### src/rtl/daa_booth_sequencer_if.sv
// Operand-pair handshake between the host-side source (master) and the
// Booth sequencer (slave).
interface daa_booth_sequencer_if;
  logic       op_valid;
  logic       op_ready;
  logic [3:0] op_act;
  logic [7:0] op_wgt;

  modport master (output op_valid, output op_act, output op_wgt, input op_ready);
  modport slave  (input op_valid, input op_act, input op_wgt, output op_ready);
endinterface

### src/rtl/daa_booth_sequencer.sv
// Booth radix-4 dot-product sequencer: buffers operand pairs, replays them
// digit-major to the MAC datapath. Optional feature macro: DAA_SEQ_SIGNED_EN.
module daa_booth_sequencer #(
  parameter int DEPTH  = 8,
  parameter int DIGITS = 4
) (
  input  logic                        clk,
  input  logic                        rst,
  input  logic                        start,
  input  logic [3:0]                  vec_len,
  input  logic                        job_signed,
  daa_booth_sequencer_if.slave        opb,
  output logic [3:0]                  dp_inpe,
  output logic [2:0]                  dp_w,
  output logic                        dp_nep,
  output logic [3:0]                  dp_epcount,
  output logic                        dp_clear,
  output logic                        dp_sign_ex_en,
  output logic                        busy,
  output logic                        done
);
  localparam int              IW      = (DEPTH > 1) ? $clog2(DEPTH) : 1;
  localparam int              KW      = (DIGITS > 1) ? $clog2(DIGITS) : 1;
  localparam logic [3:0]      DEPTH_L = 4'(DEPTH);
  localparam logic [KW-1:0]   LAST_K  = KW'(DIGITS - 1);

  typedef enum logic [2:0] {
    S_IDLE,
    S_CLEAR,
    S_LOAD,
    S_RUN,
    S_DRAIN,
    S_DONE
  } state_t;

  state_t        state;
  logic [3:0]    n_len;
  logic [3:0]    ld_cnt;
  logic [IW-1:0] elem;
  logic [KW-1:0] digit;
  logic          drain_cnt;
  logic          op_ready_q;

  logic [3:0]    act_mem [DEPTH];
  logic [7:0]    wgt_mem [DEPTH];

  logic          accept;
  logic          last_load;
  logic          last_elem;
  logic [3:0]    clamped_len;
  logic          job_sign_sel;

  logic [IW-1:0] sel_elem;
  logic [KW-1:0] sel_digit;
  logic [3:0]    sel_act;
  logic [7:0]    sel_wgt;
  logic [8:0]    wgt_ext;
  logic [3:0]    trip_lsb;
  logic [2:0]    sel_trip;
  logic          sel_nep;

  assign opb.op_ready = op_ready_q;
  assign accept       = (state == S_LOAD) && opb.op_valid && op_ready_q;
  assign last_load    = (ld_cnt == n_len - 4'd1);
  assign last_elem    = (4'(elem) == n_len - 4'd1);
  assign clamped_len  = (vec_len > DEPTH_L) ? DEPTH_L : vec_len;

`ifdef DAA_SEQ_SIGNED_EN
  assign job_sign_sel = job_signed;
`else
  logic job_signed_unused;
  assign job_signed_unused = job_signed;
  assign job_sign_sel      = 1'b0;
`endif

  // Next element/digit to present. The LOAD->RUN step presents entry 0, which
  // for a one-element job is still on the operand bus in that same cycle.
  // NOTE: every combinational output gets a default first so no path infers a latch.
  always_comb begin
    sel_elem  = '0;
    sel_digit = '0;
    if (state == S_RUN) begin
      if (last_elem) begin
        sel_digit = digit + KW'(1);
      end else begin
        sel_elem  = elem + IW'(1);
        sel_digit = digit;
      end
    end
    if ((state == S_LOAD) && (n_len == 4'd1)) begin
      sel_act = opb.op_act;
      sel_wgt = opb.op_wgt;
    end else begin
      sel_act = act_mem[sel_elem];
      sel_wgt = wgt_mem[sel_elem];
    end
    // Triplet {w[2k+1], w[2k], w[2k-1]} with an implicit zero below bit 0.
    wgt_ext  = {sel_wgt, 1'b0};
    trip_lsb = 4'({sel_digit, 1'b0});
    sel_trip = wgt_ext[trip_lsb +: 3];
    sel_nep  = (4'(sel_elem) == n_len - 4'd1);
  end

  // NOTE: the operand buffer is deliberately not reset; every entry is written
  // during LOAD before RUN can read it.
  always_ff @(posedge clk) begin
    if (accept) begin
      act_mem[ld_cnt[IW-1:0]] <= opb.op_act;
      wgt_mem[ld_cnt[IW-1:0]] <= opb.op_wgt;
    end
  end

  // NOTE: state and outputs use non-blocking assignments so every branch sees
  // the pre-edge values regardless of statement order.
  always_ff @(posedge clk or posedge rst) begin
    if (rst) begin
      state         <= S_IDLE;
      n_len         <= '0;
      ld_cnt        <= '0;
      elem          <= '0;
      digit         <= '0;
      drain_cnt     <= 1'b0;
      op_ready_q    <= 1'b0;
      dp_inpe       <= '0;
      dp_w          <= '0;
      dp_nep        <= 1'b0;
      dp_epcount    <= '0;
      dp_clear      <= 1'b0;
      dp_sign_ex_en <= 1'b0;
      busy          <= 1'b0;
      done          <= 1'b0;
    end else begin
      // Strobes and datapath operands fall back to the zero partial product.
      dp_clear   <= 1'b0;
      done       <= 1'b0;
      dp_inpe    <= '0;
      dp_w       <= '0;
      dp_nep     <= 1'b0;
      dp_epcount <= '0;

      case (state)
        S_IDLE: begin
          if (start) begin
            state         <= S_CLEAR;
            n_len         <= clamped_len;
            busy          <= 1'b1;
            dp_clear      <= 1'b1;
            dp_sign_ex_en <= job_sign_sel;
          end
        end

        S_CLEAR: begin
          ld_cnt <= '0;
          if (n_len == 4'd0) begin
            state <= S_DONE;
            done  <= 1'b1;
          end else begin
            state      <= S_LOAD;
            op_ready_q <= 1'b1;
          end
        end

        S_LOAD: begin
          if (accept) begin
            ld_cnt <= ld_cnt + 4'd1;
            if (last_load) begin
              state      <= S_RUN;
              op_ready_q <= 1'b0;
              elem       <= '0;
              digit      <= '0;
              dp_inpe    <= sel_act;
              dp_w       <= sel_trip;
              dp_nep     <= sel_nep;
              dp_epcount <= sel_nep ? 4'(sel_digit) : 4'd0;
            end
          end
        end

        S_RUN: begin
          if (last_elem && (digit == LAST_K)) begin
            state     <= S_DRAIN;
            drain_cnt <= 1'b0;
            elem      <= '0;
            digit     <= '0;
          end else begin
            elem       <= sel_elem;
            digit      <= sel_digit;
            dp_inpe    <= sel_act;
            dp_w       <= sel_trip;
            dp_nep     <= sel_nep;
            dp_epcount <= sel_nep ? 4'(sel_digit) : 4'd0;
          end
        end

        S_DRAIN: begin
          if (drain_cnt) begin
            state <= S_DONE;
            done  <= 1'b1;
          end else begin
            drain_cnt <= 1'b1;
          end
        end

        S_DONE: begin
          state         <= S_IDLE;
          busy          <= 1'b0;
          dp_sign_ex_en <= 1'b0;
        end

        default: begin
          state         <= S_IDLE;
          busy          <= 1'b0;
          op_ready_q    <= 1'b0;
          dp_sign_ex_en <= 1'b0;
        end
      endcase
    end
  end
endmodule
### src/flat_wrapper.sv
// flat-port wrapper written by rule: the top's interface ports become plain ports
module daa_booth_sequencer_flat 
#(
  parameter int DEPTH  = 8,
  parameter int DIGITS = 4
)
  (clk, rst, start, vec_len, job_signed, dp_inpe, dp_w, dp_nep, dp_epcount, dp_clear, dp_sign_ex_en, busy, done, opb_op_valid, opb_op_act, opb_op_wgt, opb_op_ready);
  daa_booth_sequencer_if opb_i ();
  input  logic clk;
  input  logic rst;
  input  logic start;
  input  logic [3:0] vec_len;
  input  logic job_signed;
  output logic [3:0] dp_inpe;
  output logic [2:0] dp_w;
  output logic dp_nep;
  output logic [3:0] dp_epcount;
  output logic dp_clear;
  output logic dp_sign_ex_en;
  output logic busy;
  output logic done;
  input wire logic [$bits(opb_i.op_valid)-1:0] opb_op_valid;
  input wire logic [$bits(opb_i.op_act)-1:0] opb_op_act;
  input wire logic [$bits(opb_i.op_wgt)-1:0] opb_op_wgt;
  output wire logic [$bits(opb_i.op_ready)-1:0] opb_op_ready;
  assign opb_i.op_valid = opb_op_valid;
  assign opb_i.op_act = opb_op_act;
  assign opb_i.op_wgt = opb_op_wgt;
  assign opb_op_ready = opb_i.op_ready;
  daa_booth_sequencer #(.DEPTH(DEPTH), .DIGITS(DIGITS)) u_core (.clk(clk), .rst(rst), .start(start), .vec_len(vec_len), .job_signed(job_signed), .opb(opb_i), .dp_inpe(dp_inpe), .dp_w(dp_w), .dp_nep(dp_nep), .dp_epcount(dp_epcount), .dp_clear(dp_clear), .dp_sign_ex_en(dp_sign_ex_en), .busy(busy), .done(done));
endmodule
### config.mk
export PLATFORM = sky130hd
export DESIGN_NAME = daa_booth_sequencer_flat
export DESIGN_NICKNAME = d
export VERILOG_FILES = /design/src/rtl/daa_booth_sequencer_if.sv /design/src/rtl/daa_booth_sequencer.sv /design/src/flat_wrapper.sv
export SDC_FILE = /design/constraint.sdc
export NUM_CORES = 1
export LEC_CHECK = 0
export ABC_AREA = 0
export CAP_MARGIN = 25
export CORE_ASPECT_RATIO = 1.5
export CORE_UTILIZATION = 58
export CTS_BUF_LIST = sky130_fd_sc_hd__clkbuf_2 sky130_fd_sc_hd__clkbuf_4 sky130_fd_sc_hd__clkbuf_8
export DETAILED_ROUTE_END_ITERATION = 12
export GPL_TIMING_DRIVEN = 0
export PLACE_DENSITY = 0.78
export SLEW_MARGIN = 20
export SYNTH_ARGS = -nofsm -noshare
export SYNTH_HDL_FRONTEND = slang
export SYNTH_SLANG_ARGS = --single-unit
### constraint.sdc
create_clock -name clk -period 3.6 [get_ports clk]
set_input_delay 0.72 -clock clk [delete_from_list [all_inputs] [get_ports clk]]
set_output_delay 0.72 -clock clk [all_outputs]
set_load 0.005 [all_outputs]
-- After elaboration in Yosys (flattened, before gate mapping)
Memory sizes are Yosys's and may differ from the RTL's.
Cells that the tools add are included.
- flip-flop bits (word level): 34
- latch bits: 0
- bits in writable memories: 96
- bits in read-only memories: 0
- bits of input ports: 21
- output and inout port bits: 17
- word-level logic and storage cells: 117
- memories kept: 2
- add/subtract/negate cells: 4
- multipliers: 0
- divide/modulo/power cells: 0
- order comparisons: 1
- eq/ne operators: 16
- shift-type cells: 1
- multiplexer cells: 58
- bitwise gates (word level): 2
- reduce and logical (&&, ||, !) cells: 18
- memory list (name ; depth ; width ; rd ports ; clocked after memory_dff ; wr ports ; RTL line ; source):
    u_core.wgt_mem ; 8 ; 8 ; 1 ; 0 ; 1 ; daa_booth_sequencer.sv:45 ; logic [7:0] wgt_mem [DEPTH];
    u_core.act_mem ; 8 ; 4 ; 1 ; 0 ; 1 ; daa_booth_sequencer.sv:44 ; logic [3:0] act_mem [DEPTH];
- operators by type and width (kind ; count):
    3-bit 2-to-1 mux ; 14
    4-bit 2-to-1 mux ; 9
    4-bit one-hot mux with 2 select lines ; 3
    1-bit 2-to-1 mux ; 15
    3-bit one-hot mux with 5 select lines ; 1
    2-bit 2-to-1 mux ; 6
    3-bit one-hot mux with 2 select lines ; 2
    1-bit one-hot mux with 2 select lines ; 5
    9-bit by 4-bit indexed part select with 3-bit output ; 1
    3-bit by 4-bit equality test with 1-bit output ; 2
    8-bit 2-to-1 mux ; 1
    2-bit AND reduction ; 4
    4-bit OR reduction ; 2
    3-bit by 2-bit equality test with 1-bit output (second input constant) ; 2
    3-bit equality test (second input constant) ; 2
    2-bit by 1-bit != test with 1-bit output (second input constant) ; 3
    2-bit != test (second input constant) ; 3
    2-bit nonzero test ; 3
    5-bit AND reduction ; 1
    4-bit by 1-bit adder with 4-bit output (second input constant) ; 1
    4-bit by 1-bit equality test with 1-bit output (second input constant) ; 1
    4-bit equality test ; 1
    4-bit greater-than comparator (second input constant) ; 1
    1-bit logical AND ; 4
    other kinds (12) ; 13

-- Depth between registers and ports, before layout
An unclocked memory read counts as a cell.
- depth in word-level cells: 10
- depth in mapped cells: 11
- mapped depth without buffers: 9

-- Worst setup path before layout
Ideal clock, no wire load.
- path type: register to register
- start point: reg u_core.n_len[0]
- end point: reg u_core.dp_w[2]
- setup time: 148 ps
- data arrival time: 2600 ps
- data required time: 3452 ps
- path slack: 852 ps
- cell stages (with the launch flop): 11
- path buffers: 1
- period minus slack after synthesis: 2748 ps
- cell sequence: dfrtp_1 inv_1 ha_1 xnor2_1 a211o_1 buf_6 o21ai_4 mux2i_1 a21oi_1 a2111oi_0 a2111oi_2
- longest elaborated chain between the ends: 10
- elaborated cells between the ends (all ways): 17
- those cells by class: add/sub: 1; eq/ne: 3; shift: 1; mux: 9; reduce/logical: 2; memory: 1
- RTL lines (what ; RTL line ; source):
    start: declaration ; daa_booth_sequencer.sv:37 ; logic [3:0] n_len;
    start signal: assignment ; daa_booth_sequencer.sv:145 ; n_len <= clamped_len;
    4-bit by 1-bit subtractor with 4-bit output ; daa_booth_sequencer.sv:64, daa_booth_sequencer.sv:65 ;
    3-bit by 4-bit equality test with 1-bit output ; daa_booth_sequencer.sv:65 ; assign last_elem = (4'(elem) == n_len - 4'd1);
    3-bit 2-to-1 mux ; daa_booth_sequencer.sv:83 ; if (last_elem) begin
    3-bit 2-to-1 mux ; daa_booth_sequencer.sv:82 ; if (state == S_RUN) begin
    memory 8 x 8 bit ; - ;
    8-bit 2-to-1 mux ; daa_booth_sequencer.sv:90 ; if ((state == S_LOAD) && (n_len == 4'd1)) begin
    9-bit by 4-bit indexed part select with 3-bit output ; daa_booth_sequencer.sv:100 ; sel_trip = wgt_ext[trip_lsb +: 3];
    3-bit 2-to-1 mux ; daa_booth_sequencer.sv:166 ; if (last_load) begin
    3-bit 2-to-1 mux ; daa_booth_sequencer.sv:164 ; if (accept) begin
    3-bit one-hot mux with 2 select lines (*) ; daa_booth_sequencer.sv:141 ; case (state)
    end signal: assignment ; daa_booth_sequencer.sv:172 ; dp_w <= sel_trip;
    end signal: assignment ; daa_booth_sequencer.sv:189 ; dp_w <= sel_trip;
    end: declaration ; daa_booth_sequencer.sv:14 ; output logic [2:0] dp_w,
Every way passes the cells marked *; elsewhere a longest branch is shown, timed or not.
A chain may end at the register's enable or synchronous reset.

-- Worst setup path after layout
Same ends and word-level chain as after synthesis.

==> impl_metrics.csv <==
group,metric,value,unit
yosys,yosys_warnings,0,
global_routing,grt_max_degree,32,
place,placed_cell_area,0.00629,mm2
floorplanning,dieWidth,83.3,um
detailed_routing,routedWlPerCell,21.4,um
floorplanning,fp.dieH,124,um
yosys,syn_avg_cell_area,12.9,um2
global_routing,overflow,0,
worst_setup_path,crit_path_max_incr_delay,0.57,ns
yosys,ys_ff_latch,127,
clock_network,clock_sinks,127,
cells_and_area,final_nets,528,
global_routing,antenna_found_initial,0,
timing,slew_violations,0,
yosys,synth_ff_type,"edfxtp_1",
clock_network,cts_buffer_depth,2,
worst_setup_path,cp_cell_sequence,"inv_1, ha_1, xnor2_1, a211o_1, buf_6, o211ai_4, o32ai_1, o31ai_4, o22ai_1, a2111oi_2",
clock_network,cts_max_level,4,
floorplanning,initial_utilization,0.597,
timing,fmax,0.286,GHz
power,max-vdd-ir-drop,0.000536,V
global_routing,grt_pass1_wl,20600,um
place,dpl.hpwl,9080,um
clock_network,clk_pin_slew,0.08,ns
place,gp_congestion,0.905,
yosys,syn_inst,445,
worst_setup_path,cp_slowest_cell,"dfrtp_1",
detailed_routing,routed_wl,13500,um
clock_network,cts_root_buf,"clkbuf_8",
place,port_buffers,33,
timing,fin_setup_tns,0,ns
worst_setup_path,crit_required,3.90,ns
global_routing,grt_pass1_vias,3889,
clock_network,cts_tree,"built",
run_status,status,"finished, final reports clean",
yosys,synth-edff-count,96,
floorplanning,ios,38,
clock_network,clock_latency,0.44,ns
cells_and_area,diodes,0,
timing,fin_crit_sh,0.971,
detailed_routing,drt_iter0_drc,373,
yosys,ys_types,62,
timing,tightest_slew,0.926,ns
worst_setup_path,cp.arrival,3.80,ns
clock_network,numCtsBuffers,17,
cells_and_area,final_common_cell,"edfxtp_1",
floorplanning,rows,44,
detailed_routing,antenna_left,0,
cells_and_area,most-common-layout-cells,"edfxtp_1, nand2_1, clkdlybuf4s50_1",
power,p_leak,2.47,nW
timing,skew,0.0126,ns
detailed_routing,vias_per_cell,6.25,
cells_and_area,drive_gt1_frac,0.148,
cells_and_area,final_cell_area,0.00673,mm2
worst_setup_path,crit_fanout,10,
yosys,synth_area,0.00575,mm2
yosys,async_flop_share,0.244,
power,cellPowerDensity,857,mW/mm2
run,drv_cap,0,
floorplanning,coreArea,0.00963,mm2
timing,fin_crit,3.50,ns
worst_setup_path,cp-start-kind,"register",
timing,slew_headroom,0.382,
cells_and_area,area_growth_syn_to_layout,17.1,%
global_routing,grt_use_total,0.273,
cells_and_area,post-route-util,0.699,
worst_setup_path,critical_path_class,"register to register",
timing,hold_viol_final,0,
detailed_routing,vias,3938,
worst_setup_path,end_kind,"register",
timing,setup_viol,0,
detailed_routing,drcViolationCount,0,
detailed_routing,dr.pass1.iters,5,
worst_hold_path,hold_class,"register to register",
yosys,synth_seq_area_share,0.636,
floorplanning,die_area,0.0103,mm2
timing,rsz0062_at_grt,"false",
cells_and_area,fillers,660,
## path summary, 6_finish.rpt
path	from	endpoint	slack [ns]	cells after the start
min reg2reg	u_core.busy	u_core.busy	0.54	2
max reg2reg	u_core.n_len[0]	u_core.dp_w[2]	0.10	10
max in group asynchronous	rst	u_core.n_len[3]	2.44	2
max	u_core.n_len[0]	u_core.dp_w[2]	0.10	10
min in group asynchronous	rst	u_core.ld_cnt[2]	0.71	2
min	u_core.busy	u_core.busy	0.54	2
## where the power goes
part	leakage (nW)	internal, mW	switching [mW]	total (mW)
sequential	1.27	1.77	0.135	1.91
clock	0.217	0.764	0.591	1.36
combinational	0.987	0.948	1.56	2.51
total	2.47	3.48	2.29	5.77
## cell usage after synthesis (3+ instances only)
cell,count,share of area
mux2_2,6,0.012
xnor2_1,10,0.015
dfrtp_1,31,0.13
xor2_1,4,0.0061
a21oi_1,31,0.027
ha_1,5,0.011
nand3_1,9,0.0078
inv_1,9,0.0059
mux4_2,5,0.020
nor2b_1,7,0.0076
mux2i_1,20,0.035
buf_4,5,0.0065
nand3b_1,5,0.0065
o22ai_1,5,0.0054
a211oi_1,7,0.0091
o211ai_1,5,0.0065
nor3_1,8,0.0070
nand2_1,43,0.028
nor2_1,32,0.021
nand2b_1,10,0.011
and3_1,4,0.0043
o21ai_0,20,0.017
a22oi_1,4,0.0052
o32ai_1,3,0.0046
edfxtp_1,96,0.50
clkbuf_1,13,0.0085
## final cells by class
| class | count | area (um2) | area share |
|---|---|---|---|
| Buffer | 23 | 125 | 0.0186 |
| Sequential cell | 127 | 3660 | 0.543 |
| Tap cell | 115 | 144 | 0.0214 |
| Clock buffer | 17 | 234 | 0.0347 |
| Timing Repair Buffer | 36 | 360 | 0.0535 |
| Inverter | 10 | 37.5 | 0.00557 |
| Multi-Input combinational cell | 287 | 1970 | 0.292 |
| Clock inverter | 15 | 208 | 0.0308 |
## per-stage QoR
| stage | power (mW) | hold WS, ns | setup WS [ns] | instances |
|---|---|---|---|---|
| CTS | 5.74 | 0.545 | 0.104 | 630 |
| global route | 6.05 | 0.584 | 0.00418 | 630 |
| detailed placement | 4.41 | 0.528 | 0.127 | 598 |
| global placement | 4.31 | 0.493 | -0.131 | 595 |
| floorplan | 3.66 | 0.490 | 0.852 | 447 |
| finish | 5.77 | 0.539 | 0.104 | 630 |
## critical path: cells and delay by family (launching register included)
family                   cells  cell delay, ns
flip-flops                   1            0.57
AO/OA/AOI/OAI                6            1.82
buffers and inverters        2            0.33
adder cells (fa/ha/maj)      1            0.42
XOR/XNOR                     1            0.20
## flip-flops by register name, summed over array words and instances (netlist names), 3 cells and up
register,count
u_core.wgt_mem,64
u_core.elem,3
u_core.dp_w,3
u_core.act_mem,32
u_core.n_len,4
u_core.state,3
u_core.ld_cnt,4
u_core.dp_inpe,4
## per-layer routing
| layer | track usage | up-vias | share of wire |
|---|---|---|---|
| met5 | 0 | - | 0 |
| met4 | 0.136 | 0 | 0.033 |
| met3 | 0.0636 | 36 | 0.052 |
| met2 | 0.463 | 189 | 0.51 |
| met1 | 0.332 | 1924 | 0.41 |
| li1 | - | 1789 | - |
## kinds of logic after synthesis
kind of cell | share of synthesized area
mux | 0.0661
flops | 0.636
other cells | 0.000652
buf+inv | 0.0278
fa+ha+maj | 0.0109
compound gates | 0.129
xor+xnor | 0.0241
simple gates | 0.106
## repair_timing
action,CTS,global route
hold buffers,0,0
hold endpoints to repair,0,0
gates resized for setup,0,1
endpoints found under the setup margin,0,3
setup buffers,0,0
Note: power is estimated with default switching activity, not from simulation.
